[src/rtl/cpu_step_ctrl.sv]
// Run/step/halt gate for the divided CPU clock: turns slow_clk rising edges into
// single-cycle cpu_en pulses in the main_clk domain and counts the issued ticks.
module cpu_step_ctrl #(
   parameter int DEBOUNCE_CYCLES = 1000000,
   parameter int CNT_W           = 16
) (
   input  logic             main_clk,
   input  logic             reset,
   input  logic             slow_clk,
   input  logic             run_sw,
   input  logic             step_btn,
   input  logic             halt_req,
   output logic             cpu_en,
   output logic [1:0]       state,
   output logic [CNT_W-1:0] tick_count,
   output logic             halted
);

   localparam int DB_W = (DEBOUNCE_CYCLES > 2) ? $clog2(DEBOUNCE_CYCLES) : 1;
   localparam logic [DB_W-1:0] DB_LIMIT = DB_W'(DEBOUNCE_CYCLES - 1);

   localparam logic [1:0] IDLE     = 2'd0;
   localparam logic [1:0] RUN      = 2'd1;
   localparam logic [1:0] STEP_ARM = 2'd2;
   localparam logic [1:0] HALTED   = 2'd3;

   logic            s1, s2, s3;
   logic            r1, run_s;
   logic            b1, b2;
   logic [DB_W-1:0] db_cnt;
   logic            btn_db, btn_db_q;
   logic            rise, step_press;
   logic [1:0]      next_state;
   logic            pulse;

   // slow_clk and run_sw are asynchronous levels; the third slow_clk flop gives edge history
   always_ff @(posedge main_clk) begin
      if (reset) begin
         s1    <= 1'b0;
         s2    <= 1'b0;
         s3    <= 1'b0;
         r1    <= 1'b0;
         run_s <= 1'b0;
         b1    <= 1'b0;
         b2    <= 1'b0;
      end else begin
         s1    <= slow_clk;
         s2    <= s1;
         s3    <= s2;
         r1    <= run_sw;
         run_s <= r1;
         b1    <= step_btn;
         b2    <= b1;
      end
   end

   assign rise = s2 & ~s3;

   // A level change is accepted only after it persists for DEBOUNCE_CYCLES cycles
   always_ff @(posedge main_clk) begin
      if (reset) begin
         db_cnt   <= '0;
         btn_db   <= 1'b0;
         btn_db_q <= 1'b0;
      end else begin
         btn_db_q <= btn_db;
         if (b2 == btn_db) begin
            db_cnt <= '0;
         end else if (db_cnt == DB_LIMIT) begin
            btn_db <= ~btn_db;
            db_cnt <= '0;
         end else begin
            db_cnt <= db_cnt + DB_W'(1);
         end
      end
   end

   assign step_press = btn_db & ~btn_db_q;

   always_comb begin
      next_state = state;
      pulse      = 1'b0;
      case (state)
         IDLE: begin
            if (halt_req)        next_state = HALTED;
            else if (run_s)      next_state = RUN;
            else if (step_press) next_state = STEP_ARM;
         end
         RUN: begin
            if (halt_req)        next_state = HALTED;
            else if (!run_s)     next_state = IDLE;
            else                 pulse      = rise;
         end
         STEP_ARM: begin
            if (halt_req) begin
               next_state = HALTED;
            end else if (rise) begin
               pulse      = 1'b1;
               next_state = IDLE;
            end
         end
         HALTED: next_state = HALTED;
      endcase
   end

   // Halted is sticky; only reset brings the controller back to IDLE
   always_ff @(posedge main_clk) begin
      if (reset) begin
         state      <= IDLE;
         cpu_en     <= 1'b0;
         tick_count <= '0;
      end else begin
         state  <= next_state;
         cpu_en <= pulse;
         if (pulse) tick_count <= tick_count + CNT_W'(1);
      end
   end

   assign halted = (state == HALTED);

endmodule
[config.mk]
export PLATFORM = sky130hd
export DESIGN_NAME = cpu_step_ctrl
export DESIGN_NICKNAME = d
export VERILOG_FILES = /design/src/rtl/cpu_step_ctrl.sv
export SDC_FILE = /design/constraint.sdc
export NUM_CORES = 1
export LEC_CHECK = 0
export BUFFER_PORTS_ARGS = -buffer_cell sky130_fd_sc_hd__buf_2
export CAP_MARGIN = 20
export CORE_UTILIZATION = 57
export DETAILED_ROUTE_END_ITERATION = 8
export GPL_TIMING_DRIVEN = 0
export PLACE_DENSITY = 0.81
export SYNTH_ARGS = -nofsm -noshare
export SYNTH_HDL_FRONTEND = slang
export SYNTH_SLANG_ARGS = --single-unit
[constraint.sdc]
create_clock -name main_clk -period 2.3 [get_ports main_clk]
set_clock_uncertainty 0.05 [all_clocks]
set_input_delay 0.46 -clock main_clk [delete_from_list [all_inputs] [get_ports main_clk]]
set_output_delay 0.46 -clock main_clk [all_outputs]
set_load 0.02 [all_outputs]
==> results of run 1 <==
[repair_timing]
action | CTS | global route
setup endpoints to repair | 4 | 16
resized for setup | 2 | 6
setup buffers | 0 | 0
[synth_stat cells (7+ instances only)]
library cell  count  area (µm²)
dfxtp_1          48         961
nor2_1           27         101
a21oi_1          17        85.1
xnor2_1          16         140
nand3_1          15        75.1
nand2_1          12        45.0
nor2b_1           9        56.3
o21ai_0           9        45.0
nor4_1            7        43.8
or3_1             7        43.8
[area by class of cell]
cell class              count  area (µm²)  share of cell area (%)
multi-input cells         182        1210                    47.5
flip-flops and latches     48         966                    37.9
repair buffers             25         125                    4.90
clock buffers               7        96.3                    3.78
plain buffers               8        73.8                    2.89
well taps                  48        60.1                    2.35
inverters                   5        18.8                   0.736
[sequential cells by signal, summed over array words and instances (netlist names)]
register,cells
s2,1
tick_count,16
run_s,1
b1,1
r1,1
b2,1
cpu_en,1
btn_db,1
s1,1
btn_db_q,1
db_cnt,20
state,2
s3,1
[per-layer routing]
layer  GRT usage [%]  vias to the layer above  part of all wire [%]
met1            31.0                      846                    49
met5               0                        -                     0
met4            6.67                        0                   1.3
met3            5.81                        7                   3.1
li1                -                      934                     -
met2            39.3                       42                    46
[per-stage QoR]
step                      total power (W)  instance area, µm²  instances  hold slack (ns)
after detailed placement          0.00114                2420        316            0.384
after global routing              0.00177                2550        323            0.320
after floorplan                   0.00108                2230        243            0.364
after CTS                         0.00170                2530        323            0.324
final                             0.00169                2550        323            0.332
after global placement            0.00113                2420        316            0.368
[worst min path at each step]
stage	slack (ns)	depth (start not counted)	endpoint	startpoint
2_1_floorplan	0.36	1	b2$_SDFF_PP0_	b1$_SDFF_PP0_
3_3_place_gp	0.37	1	b2$_SDFF_PP0_	b1$_SDFF_PP0_
3_5_place_dp	0.38	1	s2$_SDFF_PP0_	s1$_SDFF_PP0_
4_1_cts	0.32	2	s1$_SDFF_PP0_	slow_clk
5_1_grt	0.32	2	s1$_SDFF_PP0_	slow_clk
6_report	0.33	2	r1$_SDFF_PP0_	run_sw
[cells by family (layout without fill, tap and decap cells)]
family | Yosys count | after routing
mux | 2 | 2
xor+xnor | 22 | 22
fa+ha+maj | 6 | 6
simple gates | 117 | 117
compound gates | 35 | 35
flops | 48 | 48
buf+inv | 13 | 45
[power by group]
part	total [W]	leakage, nW	switching, W	internal, W
combinational	0.000288	0.428	0.000171	0.000117
sequential	0.000878	0.389	0.0000216	0.000857
clock	0.000528	0.0503	0.000260	0.000268
total	0.00169	0.867	0.000453	0.00124
==> flow_summary.json, run 1 <==
{
  "period_share_pct": 96.1,
  "yosys.area_share.adder_pct": 3.36,
  "hp-class": "in2reg",
  "r2r_cells": 7,
  "path_cells": "inv_1, ha_4, nand4bb_4, buf_6, or4b_4, or3_4, a21oi_2",
  "worst-path-buf-inv": 2,
  "portBuffers": 25,
  "tightest_slew_ns": 0.436,
  "grt_pass1_vias": 1708,
  "synth-seq-cells": 48,
  "grt_setup_unrepaired": "no",
  "drtIter0Drc": 75,
  "yosysWarnings": 0,
  "core-area_um2": 3720,
  "syn_area_um2": 2230,
  "synthCells": 243,
  "dpl_worst_slack_ns": -0.0252,
  "via_per_inst": 5.66,
  "htree_levels": 2,
  "clkSlewWorstSetupHoldPaths_ns": 0.08,
  "crit_path_top_delay_cell": "or4b_4",
  "fp.dieH_um": 64.6,
  "peakVddDrop_uv": 452,
  "drive_gt1_share_pct": 19.6,
  "dr.pass1.iters": 4,
  "synth.distinct_cells": 42,
  "cts_hold_buf": 0,
  "place.gp.congestion": 0.793,
  "finalMaxSlewViolations": 0,
  "synth-xor-area-share_pct": 8.62,
  "grt.total_usage_pct": 23.9,
  "clockBufferDepth": 2,
  "critPathMaxFanout": 10,
  "drt_wl_total_um": 4430,
  "r2r-start": "state[1]$_SDFFE_PP0P_",
  "cts-root-buf": "clkbuf_8",
  "wl_per_cell_um": 13.7,
  "synth_simple_gate_area_share_pct": 30.8,
  "fmax_mhz": 452,
  "drcViolationCount": 0,
  "powerDensity_nw_per_um2": 664,
  "synth_edf_count": 0,
  "fillers": 317,
  "critical_path_class": "reg2reg",
  "cts_inserted_buffers": 5,
  "rr_endpoint": "tick_count[12]$_SDFFE_PP0P_",
  "fin_ws_ns": 0.0890,
  "critPathLaunchType": "flip-flop",
  "nets": 287,
  "chipWidth_um": 64.6,
  "worstSetupStartpoint": "state[1]$_SDFFE_PP0P_",
  "grt_pass1_wl_um": 7730,
  "worst_setup_path_end_kind": "flip-flop",
  "place_hpwl_um": 3160,
  "avgSynthCellArea_um2": 9.20,
  "period_minus_slack_ns": 2.21,
  "yosys_most_used_dff": "dfxtp_1",
  "post-route-util_pct": 68.7,
  "path_delay_family": "simple AND/OR/NAND/NOR gates",
  "critical-path-max-stage-delay_ns": 0.58,
  "crit_arrival_ns": 2.40,
  "rows": 22,
  "drv_cap": 0,
  "pin_count": 26,
  "slew_headroom_pct": 70.9,
  "cp_data_required_time_ns": 2.49,
  "layout_commonest_cell": "dfxtp_1",
  "final-hold-violation-count": 0,
  "cts.sinks": 48,
  "drtAntennaViolNets": 0,
  "outcome": "finished clean",
  "vias": 1829,
  "synth_top_family_by_area": "simple AND/OR/NAND/NOR gates",
  "insertion_delay_ns": 0.30,
  "grt_antenna_before_repair": 0,
  "finalSetupViolCount": 0,
  "syn-num-nets": 255,
  "fin_tns_setup_ns": 0,
  "start_util_pct": 60.1,
  "muxShareOfSynthArea_pct": 0.952,
  "synth-compound-area-share_pct": 9.13,
  "cts_tree": "done",
  "layout_common_cells": "dfxtp_1, nor2_1, buf_2",
  "dieArea_um2": 4180,
  "seq_area_frac_synth_pct": 43.0,
  "area_growth_pct": 14.2,
  "reg2reg_slack_ns": 0.09,
  "p_leak_nw": 0.867,
  "endpoint": "tick_count[12]$_SDFFE_PP0P_",
  "overflow": 0,
  "diodes": 0,
  "path_depth": 7,
  "grt_max_degree": 14,
  "ys_async_sr_fraction_pct": 0
}
(Power assumes the default switching activity.)
==> inputs of run 2 (changes only) <==
--- a/config.mk
+++ b/config.mk
@@ -7,6 +7,7 @@
 export LEC_CHECK = 0
 export BUFFER_PORTS_ARGS = -buffer_cell sky130_fd_sc_hd__buf_2
 export CAP_MARGIN = 20
+export CORE_ASPECT_RATIO = 1.75
 export CORE_UTILIZATION = 57
 export DETAILED_ROUTE_END_ITERATION = 8
 export GPL_TIMING_DRIVEN = 0
==> run 2 against run 1 <==
  * Non-clock buffer count is the same
  * Power grew 4.1%
  * Sequential share of layout area is the same
  * First-iteration DRC count shrank 48%
  * Fmax is essentially flat
  * Worst hold slack lost 0.0032 ns
  * Worst setup slack gained 0.0016 ns
  * Count of clock-buffer cells in the layout shrank 1
  * Critical endpoint is now tick_count[15]$_SDFFE_PP0P_
  * Largest cell class unchanged
==> flow_summary.json, run 2 (synthesized netlist as in run 1, its figures left out) <==
{
  "outcome": "finished clean",
  "cts-root-buf": "clkbuf_8",
  "period_minus_slack_ns": 2.21,
  "ff_latch_area_um2": 966,
  "cp_data_required_time_ns": 2.49,
  "peakVddDrop_uv": 700,
  "postCtsSetupRepairBufs": 0,
  "reg.largest.list": "db_cnt (20), tick_count (16), state (2)",
  "p_leak_nw": 0.871,
  "start_util_pct": 60.4,
  "finalMaxSlewViolations": 0,
  "p_int_w": 0.00130,
  "critPathLaunchType": "flip-flop",
  "fillers": 328,
  "drtAntennaViolNets": 0,
  "pin_count": 26,
  "critPathMaxFanout": 9,
  "r2r-start": "state[0]$_SDFFE_PP0P_",
  "post-route-util_pct": 68.9,
  "power.share.combinational_pct": 16.1,
  "hold-path-cell-count": 2,
  "grt_pass1_wl_um": 7330,
  "drive_gt1_share_pct": 18.5,
  "dieArea_um2": 4180,
  "area_growth_pct": 14.2,
  "largest_reg_flops": 20,
  "layout_common_cells": "dfxtp_1, nor2_1, buf_2",
  "slew_headroom_pct": 70.1,
  "worst-path-buf-inv": 2,
  "worst_setup_path_end_kind": "flip-flop",
  "critical_path_class": "reg2reg",
  "switching_share_pct": 26.5,
  "fp.dieH_um": 84.8,
  "drcViolationCount": 0,
  "grt_max_degree": 15,
  "grt.total_usage_pct": 22.9,
  "hold_path_startpoint": "step_btn",
  "crit_arrival_ns": 2.40,
  "finalSetupViolCount": 0,
  "final-hold-violation-count": 0,
  "place.gp.congestion": 0.827,
  "cts_hold_buf": 0,
  "clkSlewWorstSetupHoldPaths_ns": 0.09,
  "cts_resized": 2,
  "chipWidth_um": 49.3,
  "clockBufferDepth": 2,
  "multi_input_area_um2": 1200,
  "path_delay_family": "simple AND/OR/NAND/NOR gates",
  "core-area_um2": 3700,
  "min_delay_worst_endpoint": "b1$_SDFF_PP0_",
  "insertion_delay_ns": 0.30,
  "drv_cap": 0,
  "dr.pass1.iters": 4,
  "layout_commonest_cell": "dfxtp_1",
  "p_seq_share_pct": 49.9,
  "tightest_slew_ns": 0.449,
  "hp-class": "in2reg",
  "via_per_inst": 5.73,
  "cts_inserted_buffers": 5,
  "p_clk_share_pct": 34.0,
  "diodes": 0,
  "grt_setup_unrepaired": "no",
  "top_register": "db_cnt",
  "critical-path-max-stage-delay_ns": 0.50,
  "drtIter0Drc": 39,
  "grt_antenna_before_repair": 0,
  "htree_levels": 2,
  "p_sw_w": 0.000468,
  "drt_wl_total_um": 4550,
  "nets": 287,
  "portBuffers": 25,
  "grt_pass1_vias": 1704,
  "fmax_mhz": 453,
  "crit_path_top_delay_cell": "or4_1",
  "rr_endpoint": "tick_count[15]$_SDFFE_PP0P_",
  "rows": 29,
  "reg2reg_slack_ns": 0.09,
  "wl_per_cell_um": 14.1,
  "cts_tree": "done",
  "path_cells": "inv_1, ha_4, nand4bb_4, or3_1, buf_6, or4_1, a21oi_1",
  "cts.sinks": 48,
  "powerDensity_nw_per_um2": 692,
  "overflow": 0,
  "period_share_pct": 96.1,
  "vias": 1844,
  "place_hpwl_um": 3280,
  "r2r_cells": 7,
  "fin_tns_setup_ns": 0
}
## run 2: worst max-delay path by stage
stage	start	endpoint	slack, ns	cells after the start
after floorplan	state[0]$_SDFFE_PP0P_	tick_count[11]$_SDFFE_PP0P_	0.01	7
after global placement	state[1]$_SDFFE_PP0P_	tick_count[14]$_SDFFE_PP0P_	0.06	7
after detailed placement	state[1]$_SDFFE_PP0P_	tick_count[15]$_SDFFE_PP0P_	-0.01	7
after CTS	state[1]$_SDFFE_PP0P_	tick_count[15]$_SDFFE_PP0P_	0.02	7
after global routing	state[0]$_SDFFE_PP0P_	tick_count[15]$_SDFFE_PP0P_	0.01	7
final	state[0]$_SDFFE_PP0P_	tick_count[15]$_SDFFE_PP0P_	0.09	7
## run 2: final cells by class
type / instances / area share (%)
multi-input cells: 182 / 47.1
clock buffers: 6 / 2.84
inverters: 5 / 0.736
flip-flops and latches: 48 / 37.9
repair buffers: 25 / 4.90
plain buffers: 8 / 2.89
well taps: 46 / 2.26
clock inverters: 2 / 1.37
## run 2: metrics by stage
stage / hold WS (ns) / power, W / setup WS, ns / instances / area, µm²
6_report: 0.329 / 0.00176 / 0.0906 / 322 / 2550
5_1_grt: 0.329 / 0.00184 / 0.0116 / 322 / 2550
4_1_cts: 0.322 / 0.00174 / 0.0215 / 322 / 2530
3_5_place_dp: 0.374 / 0.00114 / -0.0134 / 314 / 2420
3_3_place_gp: 0.367 / 0.00113 / 0.0597 / 314 / 2420
2_1_floorplan: 0.364 / 0.00108 / 0.0109 / 243 / 2230
## run 2: power groups by stage
stage          Clock, W  Combinational [W]  Sequential, W
6_report       0.000600           0.000285       0.000880
5_1_grt        0.000647           0.000311       0.000884
4_1_cts        0.000612           0.000255       0.000878
3_5_place_dp          0           0.000248       0.000894
3_3_place_gp          0           0.000242       0.000892
2_1_floorplan         0           0.000170       0.000906
## run 2: metal layers
metal	track usage (%)	vias up	part of all wire, %
met4	12.3	0	2.3
met5	0	-	0
met2	44.2	39	57
met3	4.84	15	2.9
met1	21.6	855	38
li1	-	935	-
## run 2: worst register-to-register path, cell delays in order, from the launching register on
cell and delay [ns]:
dfxtp_2 0.37, inv_1 0.11, ha_4 0.30, nand4bb_4 0.12
or3_1 0.39, buf_6 0.15, or4_1 0.50, a21oi_1 0.16
